### config.mk
export PLATFORM = sky130hd
export DESIGN_NAME = float_result_buffer
export DESIGN_NICKNAME = d
export VERILOG_FILES = /design/src/rtl/float_result_buffer.sv
export SDC_FILE = /design/constraint.sdc
export NUM_CORES = 1
export LEC_CHECK = 0
export CAP_MARGIN = 10
export CORE_MARGIN = 5
export CORE_UTILIZATION = 54
export DETAILED_ROUTE_END_ITERATION = 10
export GPL_TIMING_DRIVEN = 0
export HOLD_SLACK_MARGIN = 0.05
export PLACE_DENSITY = 0.79
export REMOVE_ABC_BUFFERS = 1
export SLEW_MARGIN = 10
export SYNTH_ARGS = -nofsm -noshare
export SYNTH_HDL_FRONTEND = slang
export SYNTH_SLANG_ARGS = --single-unit
### constraint.sdc
create_clock -name clk -period 2.7 [get_ports clk]
set_clock_uncertainty 0.05 [all_clocks]
set_input_delay 0.81 -clock clk [delete_from_list [all_inputs] [get_ports clk]]
set_output_delay 0.81 -clock clk [all_outputs]
set_load 0.03 [all_outputs]
### src/rtl/float_result_buffer.sv
// Result buffer behind the float multiplier: exception fixup at capture, a small
// FIFO towards the consumer, plus sticky exception status and a result counter.
module float_result_buffer #(
    parameter int FLOAT_SIZE    = 32,
    parameter int EXPONENT_SIZE = 8,
    parameter int MANTISSA_SIZE = 23,
    parameter int DEPTH         = 4,
    parameter int COUNT_WIDTH   = 16
) (
    input  logic                   clk,
    input  logic                   reset,
    input  logic                   in_valid,
    output logic                   in_ready,
    input  logic [FLOAT_SIZE-1:0]  in_float,
    input  logic                   in_overflow,
    input  logic                   in_underflow,
    input  logic                   in_inexact,
    output logic                   out_valid,
    input  logic                   out_ready,
    output logic [FLOAT_SIZE-1:0]  out_float,
    output logic [2:0]             out_flags,
    input  logic                   clear_sticky,
    output logic [2:0]             sticky_flags,
    output logic [COUNT_WIDTH-1:0] result_count
);

    localparam int PTR_W = $clog2(DEPTH);
    localparam int OCC_W = PTR_W + 1;

    logic [FLOAT_SIZE-1:0] mem_float [DEPTH];
    logic [2:0]            mem_flags [DEPTH];
    logic [PTR_W-1:0]      wr_ptr;
    logic [PTR_W-1:0]      rd_ptr;
    logic [OCC_W-1:0]      occupancy;
    logic [FLOAT_SIZE-1:0] fixed_float;
    logic [2:0]            in_flags;
    logic                  push;
    logic                  pop;

    // Handshake status comes only from the occupancy register, never from the inputs.
    assign in_ready  = (occupancy != OCC_W'(DEPTH));
    assign out_valid = (occupancy != '0);
    assign push      = in_valid && in_ready;
    assign pop       = out_valid && out_ready;
    assign in_flags  = {in_overflow, in_underflow, in_inexact};

    assign out_float = mem_float[rd_ptr];
    assign out_flags = mem_flags[rd_ptr];

    // NOTE: every always_comb output gets a default first, otherwise a latch is inferred.
    always_comb begin
        fixed_float = in_float;
        if (in_overflow) begin
            fixed_float = {in_float[FLOAT_SIZE-1], {EXPONENT_SIZE{1'b1}}, {MANTISSA_SIZE{1'b0}}};
        end else if (in_underflow) begin
            fixed_float = {in_float[FLOAT_SIZE-1], {(FLOAT_SIZE-1){1'b0}}};
        end
    end

    // NOTE: the storage array is not reset; occupancy alone decides which entries are live.
    always_ff @(posedge clk) begin
        if (push) begin
            mem_float[wr_ptr] <= fixed_float;
            mem_flags[wr_ptr] <= in_flags;
        end
    end

    // NOTE: sequential state uses non-blocking assignments so all registers update together.
    always_ff @(posedge clk) begin
        if (reset) begin
            wr_ptr       <= '0;
            rd_ptr       <= '0;
            occupancy    <= '0;
            sticky_flags <= '0;
            result_count <= '0;
        end else begin
            if (push) wr_ptr <= wr_ptr + 1'b1;
            if (pop)  rd_ptr <= rd_ptr + 1'b1;

            case ({push, pop})
                2'b10:   occupancy <= occupancy + 1'b1;
                2'b01:   occupancy <= occupancy - 1'b1;
                default: occupancy <= occupancy;
            endcase

            // A clear in the same cycle as a push keeps only the new flags.
            if (push) begin
                sticky_flags <= (clear_sticky ? 3'b000 : sticky_flags) | in_flags;
            end else if (clear_sticky) begin
                sticky_flags <= 3'b000;
            end

            if (push && (result_count != {COUNT_WIDTH{1'b1}})) begin
                result_count <= result_count + 1'b1;
            end
        end
    end

endmodule

==> impl_metrics.env <==
export IMPL_netlist_top_cells_count="edfxtp_1, mux4_2, dfxtp_1, and2_1, nor2_1"
export IMPL_final_setup_worst_slack_ns=-0.0255
export IMPL_met3_usage_pct=6.22
export IMPL_r2r_cells=9
export IMPL_dr_pass1_iters=4
export IMPL_ir_drop_uv=420
export IMPL_avgSynthCellArea_um2=17.5
export IMPL_numCtsBuffers=17
export IMPL_final_max_slew_viol_count=0
export IMPL_cp_top_family="multiplexers"
export IMPL_critical_path_class="reg2out"
export IMPL_synth_edf_count=140
export IMPL_switching_share_pct=28.8
export IMPL_r2r_start="occupancy[2]$_SDFFE_PP0P_"
export IMPL_routabilityCongestion=0.844
export IMPL_clk_pin_slew_worst_paths_ns=0.06
export IMPL_setup_viol=1
export IMPL_antennaDiodeCount=0
export IMPL_grt_pass1_wl_mm=21.4
export IMPL_hold_buffers=0
export IMPL_design_area_mm2=0.00858
export IMPL_nNetsFinal=543
export IMPL_ys_flop_type="edfxtp_1"
export IMPL_internal_power_uw=5790
export IMPL_synth_seq_cells=168
export IMPL_layoutNonFillerInstCount=677
export IMPL_synth_top_area_share_pct=62.3
export IMPL_grt_overflow=0
export IMPL_crit_arrival_ns=1.87
export IMPL_drc_errors=0
export IMPL_status="finished, violations left"
export IMPL_power_switching_uw=2340
export IMPL_pin_count=96
export IMPL_num_vias=3854
export IMPL_rsz0062_at_grt="true"
export IMPL_crit_path_cell_trace="buf_12 > mux4_2 > clkdlybuf4s15_2"
export IMPL_met1_usage_pct=24.6
export IMPL_slowest_stage="mux4_2"
export IMPL_maxCapViolCount=0
export IMPL_synthTopCellsByArea="edfxtp_1, mux4_2, dfxtp_1"
export IMPL_top_usage_layer="met2"
export IMPL_synth_cell_types=48
export IMPL_start_util_pct=55.7
export IMPL_ctsRootBufferMaster="clkbuf_16"
export IMPL_antenna_found_initial=0
export IMPL_rows=40
export IMPL_start_kind="flop"
export IMPL_critPathCaptureType="output pin"
export IMPL_gr_usage_met2_pct=32.3
export IMPL_hold_path_class="reg2reg"
export IMPL_cts_htree_levels=4
export IMPL_holdPathStages=2
export IMPL_syn2layout_area_growth_pct=27.3
export IMPL_cts_tree="done"
export IMPL_grt_use_total_pct=19.6
export IMPL_clk_insertion_delay_late_ns=0.42
export IMPL_power_uw=8130
export IMPL_finalCritPeriodShare_pct=101
export IMPL_fillCellCount=795
export IMPL_antenna_left=0
export IMPL_worstMarginPinSlew_ns=1.15
export IMPL_yosysTopAreaCell="edfxtp_1"
export IMPL_placed_cells=638
export IMPL_core_mm2=0.0121
export IMPL_crit_buf_inv=2
export IMPL_routedWlPerCell_um=21.4
export IMPL_die_y_um=122
export IMPL_max_stage_delay_ns=0.53
export IMPL_grt_pass1_vias=3972
export IMPL_synth_most_common_cell="edfxtp_1"
export IMPL_combinationalPowerShare_pct=27.4
export IMPL_viasPerCell=5.69
export IMPL_drtIter0Drc=267
export IMPL_synthCells=386
export IMPL_max_freq_ghz=0.367
export IMPL_clock_sinks=168
export IMPL_io_buffers=95
export IMPL_final_hold_viol_count=0
export IMPL_violations="negative setup slack"
export IMPL_p_seq_share_pct=39.8
export IMPL_fin_util_pct=70.9
export IMPL_leakagePower_uw=0.00295
export IMPL_ys_seq_area_share_pct=70.6
export IMPL_cp_max_fo=7
export IMPL_holdPathEnd="wr_ptr[1]$_SDFFE_PP0P_"
export IMPL_r2r_end="occupancy[2]$_SDFFE_PP0P_"
export IMPL_relSlewSlack_pct=22.8
export IMPL_crit_required_ns=1.84
export IMPL_clockPowerShare_pct=32.8
export IMPL_layout_drive_gt1_share_pct=26.9
export IMPL_dieArea_mm2=0.0148
export IMPL_cts_path_max_buffers=2
export IMPL_dpl_instance_area_mm2=0.00796
export IMPL_grt_max_degree=34
export IMPL_hpwl_mm=8.34
export IMPL_crit_cells=3
export IMPL_p_per_area_mw_per_mm2=947
export IMPL_async_reset_ff_share_pct=0
export IMPL_synth_area_mm2=0.00675
export IMPL_min_period_ns=2.73
export IMPL_ys_warn_count=0
export IMPL_hp_start="wr_ptr[1]$_SDFFE_PP0P_"
export IMPL_finalWirelength_mm=14.5
export IMPL_die_w_um=122
export IMPL_reg2reg_slack_ns=0.14
-- what timing repair did --
item | CTS | global route
resized for setup | 131 | 49
setup endpoints to repair | 37 | 30
cloned | 1 | 1
setup buffers | 4 | 1
endpoints found under the hold margin | 0 | 0
-- power groups by stage --
| stage | sequential [µW] | combinational (µW) | clock [µW] |
|---|---|---|---|
| floorplan | 3350 | 1290 | 0 |
| finish | 3230 | 2230 | 2670 |
| global placement | 3410 | 2030 | 0 |
| CTS | 3220 | 2280 | 2710 |
| global route | 3250 | 2360 | 2820 |
| detailed placement | 3400 | 2100 | 0 |
-- layer usage --
metal / vias up / routed length (µm) / part of all wire [%]
li1: 1743 / - / -
met1: 1929 / 5770 / 40
met2: 163 / 7480 / 52
met3: 19 / 999 / 6.9
met4: 0 / 249 / 1.7
met5: - / 0 / 0
-- placed cells by master (no fill, tap or decap), types with 8 or more instances in the layout --
cell type        instances
inv_1                   11
nor2_1                  18
and2_1                  23
dfxtp_1                 26
a21oi_1                 13
clkdlybuf4s50_1         58
nand2_1                  9
clkbuf_16               18
mux4_2                  35
nor2b_1                  8
edfxtp_1               140
buf_2                   31
a21o_1                   8
-- registers in the layout (all words and copies together) (netlist names), named ones only --
| register | cells |
|---|---|
| occupancy | 3 |
| wr_ptr | 2 |
| rd_ptr | 2 |
| mem_float | 128 |
| result_count | 16 |
| mem_flags | 12 |
| sticky_flags | 3 |
-- stage by stage --
| stage | hold slack, ns | worst slack, ns | setup TNS, ns |
|---|---|---|---|
| 4_1_cts | 0.454 | -0.0789 | -0.291 |
| 3_3_place_gp | 0.433 | -1.61 | -221.25 |
| 6_report | 0.457 | -0.0255 | -0.0255 |
| 3_5_place_dp | 0.445 | -0.524 | -9.37 |
| 2_1_floorplan | 0.413 | -0.488 | -17.09 |
| 5_1_grt | 0.499 | -0.0729 | -0.156 |
-- worst min-delay path, cell delays in order, from the launching register on --
cell and delay (ns):
dfxtp_1 0.34, nand2_1 0.07, a21oi_1 0.05
-- how the worst max path moves through the flow --
stage / start / to / slack [ns]
after detailed placement: in_valid / occupancy[2]$_SDFFE_PP0P_ / -0.52
after global placement: flop / out_float[5] / -1.61
after global routing: flop / out_float[9] / -0.07
final: flop / out_float[9] / -0.03
after floorplan: flop / out_flags[0] / -0.49
after CTS: flop / out_float[9] / -0.08
-- logic make-up (layout without fill, tap and decap cells) --
logic type | count (synthesis) | in the layout | share of synthesized area, %
AO/OA/AOI/OAI | 36 | 36 | 3.51
multiplexers | 41 | 41 | 12.7
buffers and inverters | 29 | 152 | 1.98
flip-flops | 168 | 168 | 70.6
XOR/XNOR | 5 | 5 | 0.649
adder cells (fa/ha/maj) | 7 | 7 | 1.41
AND/OR/NAND/NOR | 100 | 100 | 9.07
-- cell type report --
class                   count  area, µm²  area share, %
flip-flops and latches    168       4770           55.6
multi-input cells         189       1860           21.7
repair buffers            108       1040           12.1
clock buffers              18        429           5.00
clock inverters            14        229           2.67
well taps                 168        210           2.45
inverters                  12       45.0          0.525
(Power assumes the default switching activity.)
